$ cat src/rtl/sirv_qspi_link_arbiter_if.sv
// Bundle of every requester-side and media-side signal around the QSPI link
// arbiter. The slave modport is the arbiter's view; the master modport is the
// surrounding environment (both front ends plus sirv_qspi_media).
interface sirv_qspi_link_arbiter_if;
  // Requester 0
  logic       io_inner_0_tx_valid;
  logic       io_inner_0_tx_ready;
  logic [7:0] io_inner_0_tx_bits;
  logic       io_inner_0_rx_valid;
  logic [7:0] io_inner_0_rx_bits;
  logic [7:0] io_inner_0_cnt;
  logic [3:0] io_inner_0_fmt;
  logic [2:0] io_inner_0_cs;
  logic       io_inner_0_active;
  // Requester 1
  logic       io_inner_1_tx_valid;
  logic       io_inner_1_tx_ready;
  logic [7:0] io_inner_1_tx_bits;
  logic       io_inner_1_rx_valid;
  logic [7:0] io_inner_1_rx_bits;
  logic [7:0] io_inner_1_cnt;
  logic [3:0] io_inner_1_fmt;
  logic [2:0] io_inner_1_cs;
  logic       io_inner_1_active;
  // Shared media link
  logic       io_outer_tx_valid;
  logic       io_outer_tx_ready;
  logic [7:0] io_outer_tx_bits;
  logic       io_outer_rx_valid;
  logic [7:0] io_outer_rx_bits;
  logic [7:0] io_outer_cnt;
  logic [3:0] io_outer_fmt;
  logic [2:0] io_outer_cs;
  logic       io_outer_active;
  // Debug
  logic       io_owner;

  modport slave (
    input  io_inner_0_tx_valid, io_inner_0_tx_bits, io_inner_0_cnt,
           io_inner_0_fmt, io_inner_0_cs,
    output io_inner_0_tx_ready, io_inner_0_rx_valid, io_inner_0_rx_bits,
           io_inner_0_active,
    input  io_inner_1_tx_valid, io_inner_1_tx_bits, io_inner_1_cnt,
           io_inner_1_fmt, io_inner_1_cs,
    output io_inner_1_tx_ready, io_inner_1_rx_valid, io_inner_1_rx_bits,
           io_inner_1_active,
    output io_outer_tx_valid, io_outer_tx_bits, io_outer_cnt, io_outer_fmt,
           io_outer_cs,
    input  io_outer_tx_ready, io_outer_rx_valid, io_outer_rx_bits,
           io_outer_active,
    output io_owner
  );

  modport master (
    output io_inner_0_tx_valid, io_inner_0_tx_bits, io_inner_0_cnt,
           io_inner_0_fmt, io_inner_0_cs,
    input  io_inner_0_tx_ready, io_inner_0_rx_valid, io_inner_0_rx_bits,
           io_inner_0_active,
    output io_inner_1_tx_valid, io_inner_1_tx_bits, io_inner_1_cnt,
           io_inner_1_fmt, io_inner_1_cs,
    input  io_inner_1_tx_ready, io_inner_1_rx_valid, io_inner_1_rx_bits,
           io_inner_1_active,
    input  io_outer_tx_valid, io_outer_tx_bits, io_outer_cnt, io_outer_fmt,
           io_outer_cs,
    output io_outer_tx_ready, io_outer_rx_valid, io_outer_rx_bits,
           io_outer_active,
    input  io_owner
  );
endinterface

$ cat src/rtl/sirv_qspi_link_arbiter.sv
// Two-requester arbiter sharing one QSPI media link. A requester owns the
// link for a whole chip-select transaction: the grant is held until the media
// drops io_outer_active, so frames from the two sides never interleave.
// Optional build macro SIRV_QSPI_ARB_RR_EN selects round-robin arbitration on
// simultaneous requests; without it requester 0 always wins a tie.
module sirv_qspi_link_arbiter (
  input  logic                            clock,
  input  logic                            reset,
  sirv_qspi_link_arbiter_if.slave         link
);

  typedef enum logic [1:0] {
    IDLE   = 2'd0,
    GRANT  = 2'd1,
    LOCKED = 2'd2
  } state_t;

  state_t     state_q, state_d;
  logic       sel_q, sel_d;
  logic       rxLate_q, rxLate_d;

  logic [1:0] txValid;
  logic [7:0] txBits [2];
  logic [7:0] cnt    [2];
  logic [3:0] fmt    [2];
  logic [2:0] cs     [2];
  logic       winner;
  logic       owning;
  logic       rxSteer;

  assign txValid   = {link.io_inner_1_tx_valid, link.io_inner_0_tx_valid};
  assign txBits[0] = link.io_inner_0_tx_bits;
  assign txBits[1] = link.io_inner_1_tx_bits;
  assign cnt[0]    = link.io_inner_0_cnt;
  assign cnt[1]    = link.io_inner_1_cnt;
  assign fmt[0]    = link.io_inner_0_fmt;
  assign fmt[1]    = link.io_inner_1_fmt;
  assign cs[0]     = link.io_inner_0_cs;
  assign cs[1]     = link.io_inner_1_cs;

`ifdef SIRV_QSPI_ARB_RR_EN
  logic rrPtr_q, rrPtr_d;

  // Tie goes to the round-robin pointer; a lone requester always wins.
  always_comb begin
    winner = ~txValid[0];
    if (&txValid) begin
      winner = rrPtr_q;
    end
  end

  // Pointer flips to the other side each time a grant is issued from IDLE.
  always_comb begin
    rrPtr_d = rrPtr_q;
    if ((state_q == IDLE) && (|txValid)) begin
      rrPtr_d = ~winner;
    end
  end

  // Round-robin pointer register.
  always_ff @(posedge clock) begin
    if (reset) begin
      rrPtr_q <= 1'b0;
    end else begin
      rrPtr_q <= rrPtr_d;
    end
  end
`else
  // Fixed priority: requester 1 only wins when requester 0 is not asking.
  assign winner = ~txValid[0];
`endif

  // Arbiter state, owner and late-RX flag registers.
  always_ff @(posedge clock) begin
    if (reset) begin
      state_q  <= IDLE;
      sel_q    <= 1'b0;
      rxLate_q <= 1'b0;
    end else begin
      state_q  <= state_d;
      sel_q    <= sel_d;
      rxLate_q <= rxLate_d;
    end
  end

  // Next-state: grant from IDLE only, release when the media goes inactive.
  always_comb begin
    state_d  = state_q;
    sel_d    = sel_q;
    rxLate_d = 1'b0;
    case (state_q)
      IDLE: begin
        if (|txValid) begin
          sel_d   = winner;
          state_d = GRANT;
        end
      end
      GRANT: begin
        if (link.io_outer_active) begin
          state_d = LOCKED;
        end else if (!txValid[sel_q]) begin
          state_d = IDLE;
        end
      end
      LOCKED: begin
        if (!link.io_outer_active) begin
          state_d  = IDLE;
          rxLate_d = 1'b1;
        end
      end
      default: begin
        state_d = IDLE;
      end
    endcase
  end

  // Forward the owner to the media and steer handshakes back to it alone.
  always_comb begin
    owning  = (state_q != IDLE);
    rxSteer = (owning | rxLate_q) & link.io_outer_rx_valid;

    link.io_outer_tx_valid   = owning & txValid[sel_q];
    link.io_outer_tx_bits    = owning ? txBits[sel_q] : 8'h00;
    link.io_outer_cnt        = cnt[sel_q];
    link.io_outer_fmt        = fmt[sel_q];
    link.io_outer_cs         = cs[sel_q];

    link.io_inner_0_tx_ready = owning & ~sel_q & link.io_outer_tx_ready;
    link.io_inner_1_tx_ready = owning &  sel_q & link.io_outer_tx_ready;
    link.io_inner_0_rx_valid = rxSteer & ~sel_q;
    link.io_inner_1_rx_valid = rxSteer &  sel_q;
    link.io_inner_0_rx_bits  = link.io_outer_rx_bits;
    link.io_inner_1_rx_bits  = link.io_outer_rx_bits;
    link.io_inner_0_active   = link.io_outer_active & owning & ~sel_q;
    link.io_inner_1_active   = link.io_outer_active & owning &  sel_q;

    link.io_owner            = sel_q;
  end

endmodule

$ cat src/flat_wrapper.sv
// flat-port wrapper written by rule: the top's interface ports become plain ports
module sirv_qspi_link_arbiter_flat 
  (clock, reset, link_io_inner_0_tx_valid, link_io_inner_0_tx_bits, link_io_inner_0_cnt, link_io_inner_0_fmt, link_io_inner_0_cs, link_io_inner_0_tx_ready, link_io_inner_0_rx_valid, link_io_inner_0_rx_bits, link_io_inner_0_active, link_io_inner_1_tx_valid, link_io_inner_1_tx_bits, link_io_inner_1_cnt, link_io_inner_1_fmt, link_io_inner_1_cs, link_io_inner_1_tx_ready, link_io_inner_1_rx_valid, link_io_inner_1_rx_bits, link_io_inner_1_active, link_io_outer_tx_valid, link_io_outer_tx_bits, link_io_outer_cnt, link_io_outer_fmt, link_io_outer_cs, link_io_outer_tx_ready, link_io_outer_rx_valid, link_io_outer_rx_bits, link_io_outer_active, link_io_owner);
  sirv_qspi_link_arbiter_if link_i ();
  input  logic clock;
  input  logic reset;
  input wire logic [$bits(link_i.io_inner_0_tx_valid)-1:0] link_io_inner_0_tx_valid;
  input wire logic [$bits(link_i.io_inner_0_tx_bits)-1:0] link_io_inner_0_tx_bits;
  input wire logic [$bits(link_i.io_inner_0_cnt)-1:0] link_io_inner_0_cnt;
  input wire logic [$bits(link_i.io_inner_0_fmt)-1:0] link_io_inner_0_fmt;
  input wire logic [$bits(link_i.io_inner_0_cs)-1:0] link_io_inner_0_cs;
  output wire logic [$bits(link_i.io_inner_0_tx_ready)-1:0] link_io_inner_0_tx_ready;
  output wire logic [$bits(link_i.io_inner_0_rx_valid)-1:0] link_io_inner_0_rx_valid;
  output wire logic [$bits(link_i.io_inner_0_rx_bits)-1:0] link_io_inner_0_rx_bits;
  output wire logic [$bits(link_i.io_inner_0_active)-1:0] link_io_inner_0_active;
  input wire logic [$bits(link_i.io_inner_1_tx_valid)-1:0] link_io_inner_1_tx_valid;
  input wire logic [$bits(link_i.io_inner_1_tx_bits)-1:0] link_io_inner_1_tx_bits;
  input wire logic [$bits(link_i.io_inner_1_cnt)-1:0] link_io_inner_1_cnt;
  input wire logic [$bits(link_i.io_inner_1_fmt)-1:0] link_io_inner_1_fmt;
  input wire logic [$bits(link_i.io_inner_1_cs)-1:0] link_io_inner_1_cs;
  output wire logic [$bits(link_i.io_inner_1_tx_ready)-1:0] link_io_inner_1_tx_ready;
  output wire logic [$bits(link_i.io_inner_1_rx_valid)-1:0] link_io_inner_1_rx_valid;
  output wire logic [$bits(link_i.io_inner_1_rx_bits)-1:0] link_io_inner_1_rx_bits;
  output wire logic [$bits(link_i.io_inner_1_active)-1:0] link_io_inner_1_active;
  output wire logic [$bits(link_i.io_outer_tx_valid)-1:0] link_io_outer_tx_valid;
  output wire logic [$bits(link_i.io_outer_tx_bits)-1:0] link_io_outer_tx_bits;
  output wire logic [$bits(link_i.io_outer_cnt)-1:0] link_io_outer_cnt;
  output wire logic [$bits(link_i.io_outer_fmt)-1:0] link_io_outer_fmt;
  output wire logic [$bits(link_i.io_outer_cs)-1:0] link_io_outer_cs;
  input wire logic [$bits(link_i.io_outer_tx_ready)-1:0] link_io_outer_tx_ready;
  input wire logic [$bits(link_i.io_outer_rx_valid)-1:0] link_io_outer_rx_valid;
  input wire logic [$bits(link_i.io_outer_rx_bits)-1:0] link_io_outer_rx_bits;
  input wire logic [$bits(link_i.io_outer_active)-1:0] link_io_outer_active;
  output wire logic [$bits(link_i.io_owner)-1:0] link_io_owner;
  assign link_i.io_inner_0_tx_valid = link_io_inner_0_tx_valid;
  assign link_i.io_inner_0_tx_bits = link_io_inner_0_tx_bits;
  assign link_i.io_inner_0_cnt = link_io_inner_0_cnt;
  assign link_i.io_inner_0_fmt = link_io_inner_0_fmt;
  assign link_i.io_inner_0_cs = link_io_inner_0_cs;
  assign link_io_inner_0_tx_ready = link_i.io_inner_0_tx_ready;
  assign link_io_inner_0_rx_valid = link_i.io_inner_0_rx_valid;
  assign link_io_inner_0_rx_bits = link_i.io_inner_0_rx_bits;
  assign link_io_inner_0_active = link_i.io_inner_0_active;
  assign link_i.io_inner_1_tx_valid = link_io_inner_1_tx_valid;
  assign link_i.io_inner_1_tx_bits = link_io_inner_1_tx_bits;
  assign link_i.io_inner_1_cnt = link_io_inner_1_cnt;
  assign link_i.io_inner_1_fmt = link_io_inner_1_fmt;
  assign link_i.io_inner_1_cs = link_io_inner_1_cs;
  assign link_io_inner_1_tx_ready = link_i.io_inner_1_tx_ready;
  assign link_io_inner_1_rx_valid = link_i.io_inner_1_rx_valid;
  assign link_io_inner_1_rx_bits = link_i.io_inner_1_rx_bits;
  assign link_io_inner_1_active = link_i.io_inner_1_active;
  assign link_io_outer_tx_valid = link_i.io_outer_tx_valid;
  assign link_io_outer_tx_bits = link_i.io_outer_tx_bits;
  assign link_io_outer_cnt = link_i.io_outer_cnt;
  assign link_io_outer_fmt = link_i.io_outer_fmt;
  assign link_io_outer_cs = link_i.io_outer_cs;
  assign link_i.io_outer_tx_ready = link_io_outer_tx_ready;
  assign link_i.io_outer_rx_valid = link_io_outer_rx_valid;
  assign link_i.io_outer_rx_bits = link_io_outer_rx_bits;
  assign link_i.io_outer_active = link_io_outer_active;
  assign link_io_owner = link_i.io_owner;
  sirv_qspi_link_arbiter u_core (.clock(clock), .reset(reset), .link(link_i));
endmodule
$ cat config.mk
export PLATFORM = sky130hd
export DESIGN_NAME = sirv_qspi_link_arbiter_flat
export DESIGN_NICKNAME = d
export VERILOG_FILES = /design/src/rtl/sirv_qspi_link_arbiter_if.sv /design/src/rtl/sirv_qspi_link_arbiter.sv /design/src/flat_wrapper.sv
export SDC_FILE = /design/constraint.sdc
export NUM_CORES = 1
export LEC_CHECK = 0
export ABC_AREA = 1
export BUFFER_PORTS_ARGS = -buffer_cell sky130_fd_sc_hd__buf_2
export CORE_MARGIN = 1
export CORE_UTILIZATION = 30
export CTS_CLUSTER_SIZE = 10
export DETAILED_ROUTE_END_ITERATION = 10
export PLACE_DENSITY = 0.88
export SYNTH_ARGS = -nofsm -noshare
export SYNTH_HDL_FRONTEND = slang
export SYNTH_SLANG_ARGS = --single-unit
$ cat constraint.sdc
create_clock -name clock -period 2.6 [get_ports clock]
set_clock_uncertainty 0.15 [all_clocks]
set_input_delay 0.39 -clock clock [delete_from_list [all_inputs] [get_ports clock]]
set_output_delay 0.39 -clock clock [all_outputs]
set_load 0.01 [all_outputs]
==> results of run 1 <==
==> final cells by class <==
class / instances / area share, %
Clock buffer: 3 / 2.305
Timing Repair Buffer: 84 / 43.28
Sequential cell: 4 / 8.195
Multi-Input combinational cell: 97 / 40.20
Inverter: 6 / 2.561
Tap cell: 27 / 3.457
==> report_power, final <==
group / switching (mW) / internal, mW
combinational: 0.0964 / 0.0804
sequential: 0.00694 / 0.0656
clock: 0.0245 / 0.0516
==> layer usage <==
metal | up-vias | wire length (um) | part of all wire, %
met5 | - | 0 | 0
met4 | 0 | 9 | 0.48
met3 | 2 | 214 | 11
met2 | 64 | 934 | 49
met1 | 392 | 731 | 39
li1 | 511 | - | -
==> stage by stage <==
| step | util (%) | area, um^2 | hold slack, ns |
|---|---|---|---|
| after floorplan | - | 671.9 | 0.3091 |
| after global placement | 46.75 | 954.7 | 0.3494 |
| after detailed placement | 46.75 | 954.7 | 0.3548 |
| after CTS | 47.86 | 977.2 | 0.2101 |
| after global routing | 47.86 | 977.2 | 0.2189 |
| final | 47.86 | 977.2 | 0.2219 |
==> final timing paths <==
kind / end / start / cells past startpoint / slack, ns
hold / removal: u_core.rxLate_q / reset / 2 / 0.22
setup / recovery: link_io_inner_0_rx_valid / u_core.state_q[0] / 5 / 0.51
setup reg to reg: u_core.link.io_owner / u_core.state_q[0] / 6 / 1.15
hold reg to reg: u_core.rxLate_q / u_core.state_q[0] / 1 / 0.36
==> worst max-delay path, delay by kind of cell (launching register included) <==
kind | cells | cell delay, ns
AO/OA/AOI/OAI | 1 | 0.23
buffers and inverters | 2 | 0.30
flip-flops | 1 | 0.33
AND/OR/NAND/NOR | 2 | 0.45
==> cell usage in the layout (no fill, tap or decap) <==
cell type                  synthesis  final
sky130_fd_sc_hd__a21oi_1          12     12
sky130_fd_sc_hd__buf_2             1     83
sky130_fd_sc_hd__buf_4            18      1
sky130_fd_sc_hd__clkbuf_4          0      3
sky130_fd_sc_hd__dfxtp_1           4      4
sky130_fd_sc_hd__inv_1             5      5
sky130_fd_sc_hd__inv_4             1      1
sky130_fd_sc_hd__nand2_1          70     70
sky130_fd_sc_hd__nand3_1           1      1
sky130_fd_sc_hd__nor2_1            9      9
sky130_fd_sc_hd__nor2_2            1      1
sky130_fd_sc_hd__nor4_1            1      1
sky130_fd_sc_hd__o21ai_0           2      2
sky130_fd_sc_hd__o21ai_2           1      1
==> state kept, by name (all words and copies together), names as in the netlist <==
| signal | cells |
|---|---|
| u_core.state_q | 2 |
| u_core.rxLate_q | 1 |
| u_core.link.io_owner | 1 |
==> logic make-up after synthesis <==
| logic type | after synthesis | share of synthesized area (%) |
|---|---|---|
| simple gates | 82 | 46.74 |
| compound gates | 15 | 11.73 |
| buf+inv | 28 | 29.61 |
| flops | 4 | 11.92 |
==> run summary, run 1 <==
Detailed routing
* **wire length after detailed routing** 1.889 mm
* **number of optimization iterations in the first detailed-route pass** 4
* **DR DRC count** 0
* **per-cell routed wire length** 8.548 um
* **drt initial violations** 13
* **Post-DRT Antenna Nets** 0
* **routed vias/inst** 4.385
* **count of vias placed by the detailed router** 969

Clocking
* **clock latency of the later-clocked register in the worst-skew pair** 0.23 ns
* **TritonCTS clock tree** built
* **hold-fix buffer count after cts** 0
* **number of sinks on the clock net** 4
* **root cell of the clock tree** sky130_fd_sc_hd__clkbuf_4
* **post-CTS setup repair buffer count** 0
* **clock-pin slew of the registers on the worst-case setup and hold paths** 0.04 ns
* **number of levels the H-tree was split into** 1
* **total clock buffers created by CTS** 3
* **number of cells upsized or downsized after cts** 0
* **maximum buffer depth of the clock tree** 2

Global route
* **global-route wire length before repair** 3.222 mm
* **overflow left after global routing** 0
* **met3 usage in global routing** 6.542%
* **number of antenna violations at the first check in global routing** 0
* **GR Layer Usage met1** 16.27%
* **GRT busiest layer** met2
* **via count of the first global-routing pass** 828
* **maximum number of pins on one net before global-route repair** 28
* **routing usage on met2** 31.74%
* **total routing resource utilization after global routing** 16.36%

Die
* **Rows** 16
* **Starting Density** 32.90%
* **DIE AREA** 2433 um^2
* **Vert. Die Dim** 49.33 um
* **IO Pins** 108
* **Core Box Area** 2042 um^2
* **Die Width** 49.33 um

Timing
* **accumulated negative setup slack** 0 ns
* **number of endpoints failing setup at the final stage** 0
* **max-slew violation count** 0
* **setup slack after layout** 0.5136 ns
* **Max Freq** 479.3 MHz
* **transition at the pin with the smallest max-transition slack** 0.4615 ns
* **Rel. slew slack** 69.19%
* **final hold vios** 0
* **Min Clock Period, post-route** 2.086 ns
* **RSZ-0062 raised after global routing** no
* **period utilization** 80.25%

Synthesis
* **area of the mapped netlist** 671.9 um^2
* **Synth Register Bits** 4
* **number of nets produced by synthesis** 190
* **cell type contributing the most total cell area after synthesis** sky130_fd_sc_hd__nand2_1
* **post-synth top area share** 39.11%
* **syn_area_per_cell** 5.208 um^2
* **Yosys warning total** 0
* **most common cell in the synthesized netlist** sky130_fd_sc_hd__nand2_1
* **cell count after synthesis** 129
* **proportion of synthesized chip area in sequential cells** 11.92%
* **most used flip-flop cell after synthesis** sky130_fd_sc_hd__dfxtp_1
* **number of enable flip-flop cells after synthesis** 0
* **most numerous cell types in the synthesized netlist** sky130_fd_sc_hd__nand2_1, sky130_fd_sc_hd__buf_4, sky130_fd_sc_hd__a21oi_1
* **async set-reset flop share out of synthesis** 0%
* **number of distinct library cell variants in the gate-level netlist after synthesis** 14
* **cell types with the largest area share after synthesis** sky130_fd_sc_hd__nand2_1, sky130_fd_sc_hd__buf_4, sky130_fd_sc_hd__dfxtp_1

Place
* **pre-CTS setup slack** 0.7325 ns
* **last weighted congestion value of the routability-driven placer** 0.7046
* **number of input and output port buffers inserted** 83
* **post-placement cell count** 218
* **HPWL reported at the end of detailed placement** 1.517 mm

Power and ir drop
* **largest voltage drop on the vdd net** 0.0002853 V
* **sum of internal, switching and leakage power** 325.5 uW
* **cell area power density** 333.1 nW/um^2
* **leakage power** 0.6557 nW

Worst setup path
* **crit path cell chain** nor2_2 -> inv_1 -> o21ai_0 -> nor2_1 -> buf_2
* **WP data arrival** 1.55 ns
* **Critical Path Slowest Stage Cell** sky130_fd_sc_hd__nor2_2
* **top fanout value on the critical path** 11
* **WS Path Type** reg2out
* **startpoint class of the critical path** flip-flop
* **WP data required** 2.06 ns
* **element type at the critical path end** output pin
* **highest cell delay on the worst timing path** 0.39 ns

Layout
* **fill cell count** 242
* **diode count** 0
* **area delta synth->final** 45.44%
* **layout cells sized above 1** 46.39%
* **area occupied by multi-input gates** 392.9 um^2
* **final-stage net count** 257
* **FF/Latch Area** 80.08 um^2
* **non-filler cells, final** 221

Min path
* **type of the worst min-delay path** in2reg

Outcome
* **run status** finished, final reports clean

Flow run
* **max capacitance violation total** 0

Power figures use the tool's default switching activity.
==> run 2: changes to the inputs <==
--- a/config.mk
+++ b/config.mk
@@ -8,10 +8,10 @@
 export ABC_AREA = 1
 export BUFFER_PORTS_ARGS = -buffer_cell sky130_fd_sc_hd__buf_2
 export CORE_MARGIN = 1
-export CORE_UTILIZATION = 30
+export CORE_UTILIZATION = 28
 export CTS_CLUSTER_SIZE = 10
 export DETAILED_ROUTE_END_ITERATION = 10
-export PLACE_DENSITY = 0.88
+export PLACE_DENSITY = 0.83
 export SYNTH_ARGS = -nofsm -noshare
 export SYNTH_HDL_FRONTEND = slang
 export SYNTH_SLANG_ARGS = --single-unit
==> constraint.sdc (replaced) <==
create_clock -name clock -period 2.1 [get_ports clock]
set_clock_uncertainty 0.15 [all_clocks]
set_input_delay 0.315 -clock clock [delete_from_list [all_inputs] [get_ports clock]]
set_output_delay 0.315 -clock clock [all_outputs]
set_load 0.01 [all_outputs]
==> run summary, run 2 (synthesized netlist as in run 1, its figures left out) <==
Outcome
* **run status** finished, final reports clean, unchanged

Worst setup path
* **WS Path Type** reg2out, unchanged
* **startpoint class of the critical path** flip-flop, unchanged
* **element type at the critical path end** output pin, unchanged
* **WP data required** 1.63 ns, was 2.06 ns
* **top fanout value on the critical path** 11, unchanged
* **WP data arrival** 1.27 ns, was 1.55 ns

Global route
* **overflow left after global routing** 0, unchanged
* **via count of the first global-routing pass** 843, was 828
* **maximum number of pins on one net before global-route repair** 28, unchanged
* **global-route wire length before repair** 3.132 mm, was 3.222 mm
* **total routing resource utilization after global routing** 15.79%, was 16.36%
* **number of antenna violations at the first check in global routing** 0, unchanged

Clocking
* **post-CTS setup repair buffer count** 0, unchanged
* **total clock buffers created by CTS** 3, unchanged
* **maximum buffer depth of the clock tree** 2, unchanged
* **number of cells upsized or downsized after cts** 0, unchanged
* **TritonCTS clock tree** built, unchanged
* **hold-fix buffer count after cts** 0, unchanged
* **number of sinks on the clock net** 4, unchanged
* **clock-pin slew of the registers on the worst-case setup and hold paths** 0.04 ns, about the same
* **root cell of the clock tree** sky130_fd_sc_hd__clkbuf_4, unchanged
* **number of levels the H-tree was split into** 1, unchanged
* **clock latency of the later-clocked register in the worst-skew pair** 0.23 ns, about the same

Timing
* **Min Clock Period, post-route** 1.737 ns
* **RSZ-0062 raised after global routing** no, unchanged
* **final hold vios** 0, unchanged
* **Max Freq** 575.6 MHz
* **accumulated negative setup slack** 0 ns, unchanged
* **transition at the pin with the smallest max-transition slack** 0.2726 ns, was 0.4615 ns
* **max-slew violation count** 0, unchanged
* **number of endpoints failing setup at the final stage** 0, unchanged
* **Hold Worst Slack** 0.1387 ns, was 0.2219 ns
* **Rel. slew slack** 81.80%, was 69.19%
* **period utilization** 82.73%

Place
* **last weighted congestion value of the routability-driven placer** 0.7245, was 0.7046
* **HPWL reported at the end of detailed placement** 1.714 mm, was 1.517 mm
* **number of input and output port buffers inserted** 83, unchanged

Min path
* **type of the worst min-delay path** in2reg, unchanged

Detailed routing
* **drt initial violations** 17, was 13
* **DR DRC count** 0, unchanged
* **routed vias/inst** 4.281, was 4.385
* **per-cell routed wire length** 9.371 um, was 8.548 um
* **count of vias placed by the detailed router** 959, was 969
* **wire length after detailed routing** 2.099 mm, was 1.889 mm
* **number of optimization iterations in the first detailed-route pass** 4, unchanged
* **Post-DRT Antenna Nets** 0, unchanged

Layout
* **diode count** 0, unchanged
* **fill cell count** 276, was 242
* **final-stage net count** 259, was 257
* **number of flip-flops in the largest register** 2, unchanged
* **commonest non-fill, non-tap cell in the layout** sky130_fd_sc_hd__buf_2, unchanged
* **register containing the most flip-flops in the final layout** u_core.state_q, unchanged
* **commonest cells after routing, fill and taps aside** sky130_fd_sc_hd__buf_2, sky130_fd_sc_hd__nand2_1, sky130_fd_sc_hd__a21oi_1, unchanged
* **layout cells sized above 1** 46.94%, was 46.39%
* **area delta synth->final** 47.86%, was 45.44%

Die
* **Rows** 17, was 16
* **Starting Density** 30.08%, was 32.90%
* **Die Width** 50.99 um, was 49.33 um
* **DIE AREA** 2599 um^2, was 2433 um^2
* **Vert. Die Dim** 50.99 um, was 49.33 um
* **IO Pins** 108, unchanged
* **Core Box Area** 2233 um^2, was 2042 um^2

Power and ir drop
* **leakage power** 0.6655 nW, was 0.6557 nW
* **largest voltage drop on the vdd net** 0.0001886 V, was 0.0002853 V
* **cell area power density** 413.1 nW/um^2, was 333.1 nW/um^2

Flow run
* **max capacitance violation total** 0, unchanged

-- run 2: cell types whose count changed in the layout (fill, tap and decap cells not counted) --
cell,delta
sky130_fd_sc_hd__buf_4,+2
-- run 2: cell type report --
cell class	count	area [um^2]	area share (%)
clock buffers	3	22.52	2.267
repair buffers	86	437.9	44.08
flip-flops and latches	4	80.08	8.060
multi-input cells	97	392.9	39.55
inverters	6	25.02	2.519
well taps	28	35.03	3.526
-- run 2: worst max-delay path: stages (launching register included) --
cell and delay (ns):
sky130_fd_sc_hd__dfxtp_1 0.46, sky130_fd_sc_hd__buf_4 0.23, sky130_fd_sc_hd__nand2_1 0.07, sky130_fd_sc_hd__a21oi_1 0.13, sky130_fd_sc_hd__buf_2 0.14
-- run 2: power by group --
group / switching (mW) / internal (mW)
Clock: 0.0299 / 0.0638
Sequential: 0.00638 / 0.0813
Combinational: 0.125 / 0.104
-- run 2: final timing paths --
kind | startpoint | endpoint | slack (ns) | depth (start not counted)
worst min-delay path | reset | u_core.state_q[0] | 0.14 | 2
worst max register to register | u_core.link.io_owner | u_core.link.io_owner | 0.88 | 5
worst min register to register | u_core.state_q[0] | u_core.rxLate_q | 0.36 | 1
worst max-delay path | u_core.link.io_owner | link_io_outer_tx_bits[4] | 0.36 | 4
-- run 2: metrics by stage --
| stage | setup WS, ns | power [mW] | std cells | area, um^2 | utilization (%) |
|---|---|---|---|---|---|
| 2_1_floorplan | 0.6978 | 0.2470 | 129 | 671.9 | - |
| 3_3_place_gp | 0.6065 | 0.3177 | 221 | 970.9 | 43.47 |
| 3_5_place_dp | 0.6048 | 0.3200 | 221 | 970.9 | 43.47 |
| 4_1_cts | 0.3446 | 0.4193 | 224 | 993.5 | 44.48 |
| 5_1_grt | 0.2706 | 0.4494 | 224 | 993.5 | 44.48 |
| 6_report | 0.3626 | 0.4104 | 224 | 993.5 | 44.48 |
-- run 2: metal layers --
metal | GRT usage (%) | vias up | share of wire [%]
met2 | 30.26 | 45 | 51
li1 | - | 512 | -
met3 | 2.381 | 8 | 8.8
met5 | 0 | - | 0
met4 | 12.50 | 0 | 1.5
met1 | 14.51 | 394 | 39
